### src/rtl/psum_writeback_if.sv
// rtl/psum_writeback_if.sv - OFIFO head and psum SRAM port bundle for psum_writeback
interface psum_writeback_if #(
   parameter int psum_bw = 16,
   parameter int col     = 8,
   parameter int addr_bw = 11
) ();
   logic                   ofifo_valid;
   logic [psum_bw*col-1:0] psum_in;
   logic                   ofifo_rd;
   logic                   sram_cen;
   logic                   sram_wen;
   logic [addr_bw-1:0]     sram_addr;
   logic [psum_bw*col-1:0] sram_wdata;
   logic [psum_bw*col-1:0] sram_rdata;

   modport master (
      input  ofifo_valid,
      input  psum_in,
      input  sram_rdata,
      output ofifo_rd,
      output sram_cen,
      output sram_wen,
      output sram_addr,
      output sram_wdata
   );

   modport slave (
      output ofifo_valid,
      output psum_in,
      output sram_rdata,
      input  ofifo_rd,
      input  sram_cen,
      input  sram_wen,
      input  sram_addr,
      input  sram_wdata
   );
endinterface

### src/rtl/psum_writeback.sv
// rtl/psum_writeback.sv - drains OFIFO psum vectors into SRAM with optional accumulate/ReLU; PSUM_WRITEBACK_SAT_EN selects saturating sums
module psum_writeback #(
   parameter int psum_bw = 16,
   parameter int col     = 8,
   parameter int addr_bw = 11
) (
   input  logic               clk,
   input  logic               reset,
   input  logic               start,
   input  logic [addr_bw-1:0] base_addr,
   input  logic [addr_bw-1:0] length,
   input  logic               acc_en,
   input  logic               relu_en,
   output logic               busy,
   output logic               done,
   psum_writeback_if.master   bus
);
   localparam int                 vec_bw   = psum_bw * col;
   localparam logic [addr_bw-1:0] addr_one = addr_bw'(1);

   typedef enum logic [1:0] {
      IDLE  = 2'd0,
      WAIT  = 2'd1,
      WRITE = 2'd2,
      DONE  = 2'd3
   } state_t;

   state_t             state;
   state_t             state_nx;

   // job parameters captured when start is accepted
   logic [addr_bw-1:0] base_q;
   logic [addr_bw-1:0] length_q;
   logic               acc_q;
   logic               relu_q;

   logic [addr_bw-1:0] count;
   logic [vec_bw-1:0]  hold;
   logic [addr_bw-1:0] cur_addr;
   logic               last_vec;
   logic [vec_bw-1:0]  wb_data;

   // address wraps naturally at the addr_bw boundary
   assign cur_addr = base_q + count;
   assign last_vec = (count + addr_one) == length_q;

   // one lane: optional signed accumulate, overflow policy, then optional ReLU
   function automatic logic [psum_bw-1:0] lane_op(
      input logic [psum_bw-1:0] h,
      input logic [psum_bw-1:0] r,
      input logic               acc,
      input logic               relu
   );
      logic [psum_bw-1:0] sum;
      logic [psum_bw-1:0] s;
`ifdef PSUM_WRITEBACK_SAT_EN
      logic [psum_bw:0]   wide;
      wide = {h[psum_bw-1], h} + {r[psum_bw-1], r};
      // the two top bits disagree exactly when the sum left the lane range
      if (wide[psum_bw] != wide[psum_bw-1])
         sum = wide[psum_bw] ? {1'b1, {(psum_bw-1){1'b0}}} : {1'b0, {(psum_bw-1){1'b1}}};
      else
         sum = wide[psum_bw-1:0];
`else
      sum = h + r;
`endif
      s = acc ? sum : h;
      if (relu && s[psum_bw-1])
         s = '0;
      return s;
   endfunction

   // write-back vector built lane by lane from the held psum and the SRAM read data
   always_comb begin
      wb_data = '0;
      for (int i = 0; i < col; i++) begin
         wb_data[i*psum_bw +: psum_bw] = lane_op(hold[i*psum_bw +: psum_bw],
                                                 bus.sram_rdata[i*psum_bw +: psum_bw],
                                                 acc_q, relu_q);
      end
   end

   // state register; reset aborts any job immediately
   always_ff @(posedge clk or negedge reset) begin
      if (!reset)
         state <= IDLE;
      else
         state <= state_nx;
   end

   // job registers, vector counter and psum hold register
   always_ff @(posedge clk or negedge reset) begin
      if (!reset) begin
         base_q   <= '0;
         length_q <= '0;
         acc_q    <= 1'b0;
         relu_q   <= 1'b0;
         count    <= '0;
         hold     <= '0;
      end else begin
         if (state == IDLE && start) begin
            base_q   <= base_addr;
            length_q <= length;
            acc_q    <= acc_en;
            relu_q   <= relu_en;
            count    <= '0;
         end
         if (state == WAIT && bus.ofifo_valid)
            hold <= bus.psum_in;
         if (state == WRITE)
            count <= count + addr_one;
      end
   end

   // next state and all handshake/SRAM outputs; idle values when not accessing
   always_comb begin
      state_nx       = state;
      bus.ofifo_rd   = 1'b0;
      bus.sram_cen   = 1'b1;
      bus.sram_wen   = 1'b1;
      bus.sram_addr  = '0;
      bus.sram_wdata = '0;
      busy           = (state != IDLE);
      done           = 1'b0;
      case (state)
         IDLE: begin
            if (start)
               state_nx = (length == '0) ? DONE : WAIT;
         end
         WAIT: begin
            if (bus.ofifo_valid) begin
               bus.ofifo_rd = 1'b1;
               if (acc_q) begin
                  bus.sram_cen  = 1'b0;
                  bus.sram_addr = cur_addr;
               end
               state_nx = WRITE;
            end
         end
         WRITE: begin
            bus.sram_cen   = 1'b0;
            bus.sram_wen   = 1'b0;
            bus.sram_addr  = cur_addr;
            bus.sram_wdata = wb_data;
            state_nx       = last_vec ? DONE : WAIT;
         end
         DONE: begin
            done     = 1'b1;
            state_nx = IDLE;
         end
         default: state_nx = IDLE;
      endcase
   end
endmodule

### src/flat_wrapper.sv
// flat-port wrapper written by rule: the top's interface ports become plain ports
module psum_writeback_flat 
#(
   parameter int psum_bw = 16,
   parameter int col     = 8,
   parameter int addr_bw = 11
)
  (clk, reset, start, base_addr, length, acc_en, relu_en, busy, done, bus_ofifo_valid, bus_psum_in, bus_sram_rdata, bus_ofifo_rd, bus_sram_cen, bus_sram_wen, bus_sram_addr, bus_sram_wdata);
  psum_writeback_if #(.psum_bw(psum_bw), .col(col), .addr_bw(addr_bw)) bus_i ();
  input  logic clk;
  input  logic reset;
  input  logic start;
  input  logic [addr_bw-1:0] base_addr;
  input  logic [addr_bw-1:0] length;
  input  logic acc_en;
  input  logic relu_en;
  output logic busy;
  output logic done;
  input wire logic [$bits(bus_i.ofifo_valid)-1:0] bus_ofifo_valid;
  input wire logic [$bits(bus_i.psum_in)-1:0] bus_psum_in;
  input wire logic [$bits(bus_i.sram_rdata)-1:0] bus_sram_rdata;
  output wire logic [$bits(bus_i.ofifo_rd)-1:0] bus_ofifo_rd;
  output wire logic [$bits(bus_i.sram_cen)-1:0] bus_sram_cen;
  output wire logic [$bits(bus_i.sram_wen)-1:0] bus_sram_wen;
  output wire logic [$bits(bus_i.sram_addr)-1:0] bus_sram_addr;
  output wire logic [$bits(bus_i.sram_wdata)-1:0] bus_sram_wdata;
  assign bus_i.ofifo_valid = bus_ofifo_valid;
  assign bus_i.psum_in = bus_psum_in;
  assign bus_i.sram_rdata = bus_sram_rdata;
  assign bus_ofifo_rd = bus_i.ofifo_rd;
  assign bus_sram_cen = bus_i.sram_cen;
  assign bus_sram_wen = bus_i.sram_wen;
  assign bus_sram_addr = bus_i.sram_addr;
  assign bus_sram_wdata = bus_i.sram_wdata;
  psum_writeback #(.psum_bw(psum_bw), .col(col), .addr_bw(addr_bw)) u_core (.clk(clk), .reset(reset), .start(start), .base_addr(base_addr), .length(length), .acc_en(acc_en), .relu_en(relu_en), .busy(busy), .done(done), .bus(bus_i));
endmodule
### config.mk
export PLATFORM = sky130hd
export DESIGN_NAME = psum_writeback_flat
export DESIGN_NICKNAME = d
export VERILOG_FILES = /design/src/rtl/psum_writeback_if.sv /design/src/rtl/psum_writeback.sv /design/src/flat_wrapper.sv
export SDC_FILE = /design/constraint.sdc
export NUM_CORES = 1
export LEC_CHECK = 0
export ABC_AREA = 0
export CAP_MARGIN = 25
export CORE_MARGIN = 2
export CORE_UTILIZATION = 45
export DETAILED_ROUTE_END_ITERATION = 6
export GPL_TIMING_DRIVEN = 0
export PLACE_DENSITY_LB_ADDON = 0.25
export SYNTH_ARGS = -nofsm -noshare
export SYNTH_HDL_FRONTEND = slang
export SYNTH_SLANG_ARGS = --single-unit
### constraint.sdc
create_clock -name clk -period 6.6 [get_ports clk]
set_input_delay 0.66 -clock clk [delete_from_list [all_inputs] [get_ports clk]]
set_output_delay 0.66 -clock clk [all_outputs]
set_load 0.02 [all_outputs]
==> qor.csv <==
stage,metric,value,unit
yosys,synth_top_area_cell,dfrtp_1,
route,wirelength_met1,19400,um
clock_tree,numCtsBuffers,17,
worst_setup_path,r2r_slack,3.60,ns
worst_setup_path,crit_slowest_cell,o311ai_1,
timing,relSlewSlack,28.88,%
timing,setup-violations-final,0,
grt,grt_pass1_vias,13870,
route,drt_iter0_markers,639,
worst_setup_path,cp_num_buf_inv,3,
yosys,ys_seq_area_share,28.99,%
worst_setup_path,critical_path.max_fanout,10,
yosys,avgSynthCellArea,9.236,um2
worst_setup_path,slowest_delay,0.83,ns
route,wl_met3,3654,um
job,drv_cap,0,
worst_setup_path,path_delay_family,buffers and inverters,
yosys,synth_edf_count,0,
clock_tree,cts_resized,0,
timing,holdWs,0.1974,ns
clock_tree,cts_hold_buf,0,
yosys,async_flop_share,100.0,%
clock_tree,clock-root-buffer,clkbuf_16,
final_layout,mostFrequentLayoutCells,"clkdlybuf4s50_1 (426), nor2_1 (191), dfrtp_1 (165)",
worst_setup_path,cp_cell_sequence,clkdlybuf4s50_1 -> ha_1 -> o21ai_0 -> or3_1 -> o21ai_1 -> nand3_1 -> mux2i_1 -> o311ai_1 -> buf_4 -> nor2_1 -> clkdlybuf4s50_1,
route,ant_nets,0,
worst_setup_path,critPathRequiredTime,5.94,ns
route,drt_wl_total,48000,um
grt,antenna_found_initial,6,
grt,grt_usage,28.86,%
route,top_layer,met5,
grt,grt_first_pass_wirelength,74260,um
final_layout,drive_gt1_share,10.44,%
worst_setup_path,arrival,4.33,ns
final_layout,finalNetCount,2418,
yosys,syn-cell-area,0.01424,mm2
yosys,syn_nets,1971,
clock_tree,htree_levels,4,
floorplan,die-area,0.03309,mm2
route,wl_per_cell,19.94,um
clock_tree,cts_setup_buffers,0,
floorplan,rows,65,
yosys,ys_ff_latch,165,
floorplan,io_pins,428,
grt,grt_max_degree,87,
yosys,yosysWarnings,0,
clock_tree,tritoncts,yes,
timing,finalClockSkew,0.01077,ns
route,firstDrtPassIters,5,
worst_setup_path,cp-start-kind,primary input,
worst_setup_path,r2r_cells,7,
route,routed_via_density,5.595,
placed_design,hpwl,37680,um
timing,timing.fmax,200.4,MHz
yosys,synth_cells,1542,
worst_setup_path,r2r-end,u_core.hold[101],
timing,finalHoldViolCount,0,
power_and_ir_drop,leakage,8.383,nW
timing,fin_ws,1.610,ns
clock_tree,clock_sink_count,165,
route,drc,0,
power_and_ir_drop,peakVddDrop,0.2377,mV
clock_tree,clkTransAtPathRegs,0.06,ns
final_layout,final_common_cell,clkdlybuf4s50_1,
floorplan,start_util,45.36,%
timing,rsz0062_at_grt,false,
timing,slew_violations,0,
final_layout,fin_util,62.67,%
worst_setup_path,cp-end-kind,output pin,
route,vias,13470,
worst_setup_path,crit_top_cell,clkdlybuf4s50_1,
yosys,synth_ff_type,dfrtp_1,
route,routed-wl-met2,23270,um
yosys,yosys.area.top_type_share,28.99,%
hold_path,min_path_type,in2async,
power_and_ir_drop,powerDensity,469.5,mW/mm2
worst_setup_path,reg2reg_from,u_core.state[1],
worst_setup_path,path_depth,11,
floorplan,coreArea,0.03139,mm2
yosys,netlist-cell-type-count,66,
clock_tree,clk_path_buf_depth,2,
floorplan,die_x,181.9,um
power_and_ir_drop,power.total,0.009236,W
clock_tree,clk_latency,0.45,ns
placed_design,port_buffers,427,
placed_design,gp_congestion,0.9202,
timing,period_needed,4.990,ns
grt,overflow,0,
floorplan,die_h,181.9,um
placed_design,preCtsSetupSlack,1.646,ns
timing,tns,0,ns
worst_setup_path,crit_type,in2out,
final_layout,syn2layout_area_growth,38.15,%
timing,timing.final.crit_share,75.60,%
yosys,synthTopCellsByArea,"dfrtp_1 (29%), ha_1 (12%), mux2_2 (12%), mux2i_1 (5.8%), nor2_1 (5.0%)",
outcome,outcome,completed,
timing,worst_pin_slew,1.067,ns
-- worst max-delay path by stage --
| stage | startpoint | endpoint | slack, ns |
|---|---|---|---|
| 2_1_floorplan | bus_sram_rdata[16] | bus_sram_wdata[30] | 2.84 |
| 3_5_place_dp | bus_sram_rdata[97] | bus_sram_wdata[100] | 1.65 |
| 4_1_cts | bus_sram_rdata[97] | bus_sram_wdata[101] | 1.63 |
| 6_report | bus_sram_rdata[6] | bus_sram_wdata[11] | 1.61 |
| 5_1_grt | bus_sram_rdata[70] | bus_sram_wdata[76] | 1.36 |
| 3_3_place_gp | reset | u_core.hold[41] | -2.53 |
-- synthesized netlist by cell type, drive strengths merged (14+ instances only) --
cell type,number
mux2i,82
nand3,20
mux2,150
a211oi,32
nor3,29
xor2,40
dfrtp,165
nand2,89
clkbuf,39
buf,15
o21a,18
ha,136
a21o,58
a31oi,19
inv,42
and3,14
xnor2,79
a21oi,108
o21ai,72
nor2,191
-- metal layers --
metal / global-route usage [%] / up-vias
li1: - / 6535
met3: 7.682 / 84
met2: 50.62 / 459
met5: 0 / -
met1: 33.52 / 6384
met4: 11.52 / 6
-- flip-flops by register name (all words and copies together) (netlist names) --
register and count:
u_core.hold 128, u_core.base_q 11, u_core.count 11, u_core.length_q 11
u_core.state 2, u_core.acc_q 1, u_core.relu_q 1
-- final cells by class --
class                   count  area, um2
diodes                      3      7.507
plain buffers              54      222.7
multi-input cells        1281       9732
well taps                 402      503.0
inverters                  42      157.7
repair buffers            428       4307
fillers                  2648      11720
clock buffers              19      442.9
flip-flops and latches    165       4129
clock inverters            13      172.7
-- stage by stage --
stage	std cells	area (um2)
2_1_floorplan	1542	14240
3_3_place_gp	2371	19020
3_5_place_dp	2372	19050
4_1_cts	2404	19670
5_1_grt	2407	19670
6_report	2407	19670
-- where the power goes --
part / total [W] / internal (W) / leakage (nW) / switching [W]
logic: 0.00621 / 0.00291 / 6.12 / 0.00331
clock network: 0.00109 / 0.000612 / 0.292 / 0.000476
registers: 0.00194 / 0.00151 / 1.97 / 0.000430
-- cells by family (layout without fill, tap and decap cells) --
family	Yosys count	count (layout)	synth area share, %
AO/OA/AOI/OAI	385	385	17.74
multiplexers	232	232	17.62
flip-flops	165	165	28.99
adder cells (fa/ha/maj)	145	145	13.21
XOR/XNOR	119	119	7.319
other	0	3	0
buffers and inverters	96	556	2.671
AND/OR/NAND/NOR	400	400	12.44
No activity file was read; power rests on OpenSTA's default activity.
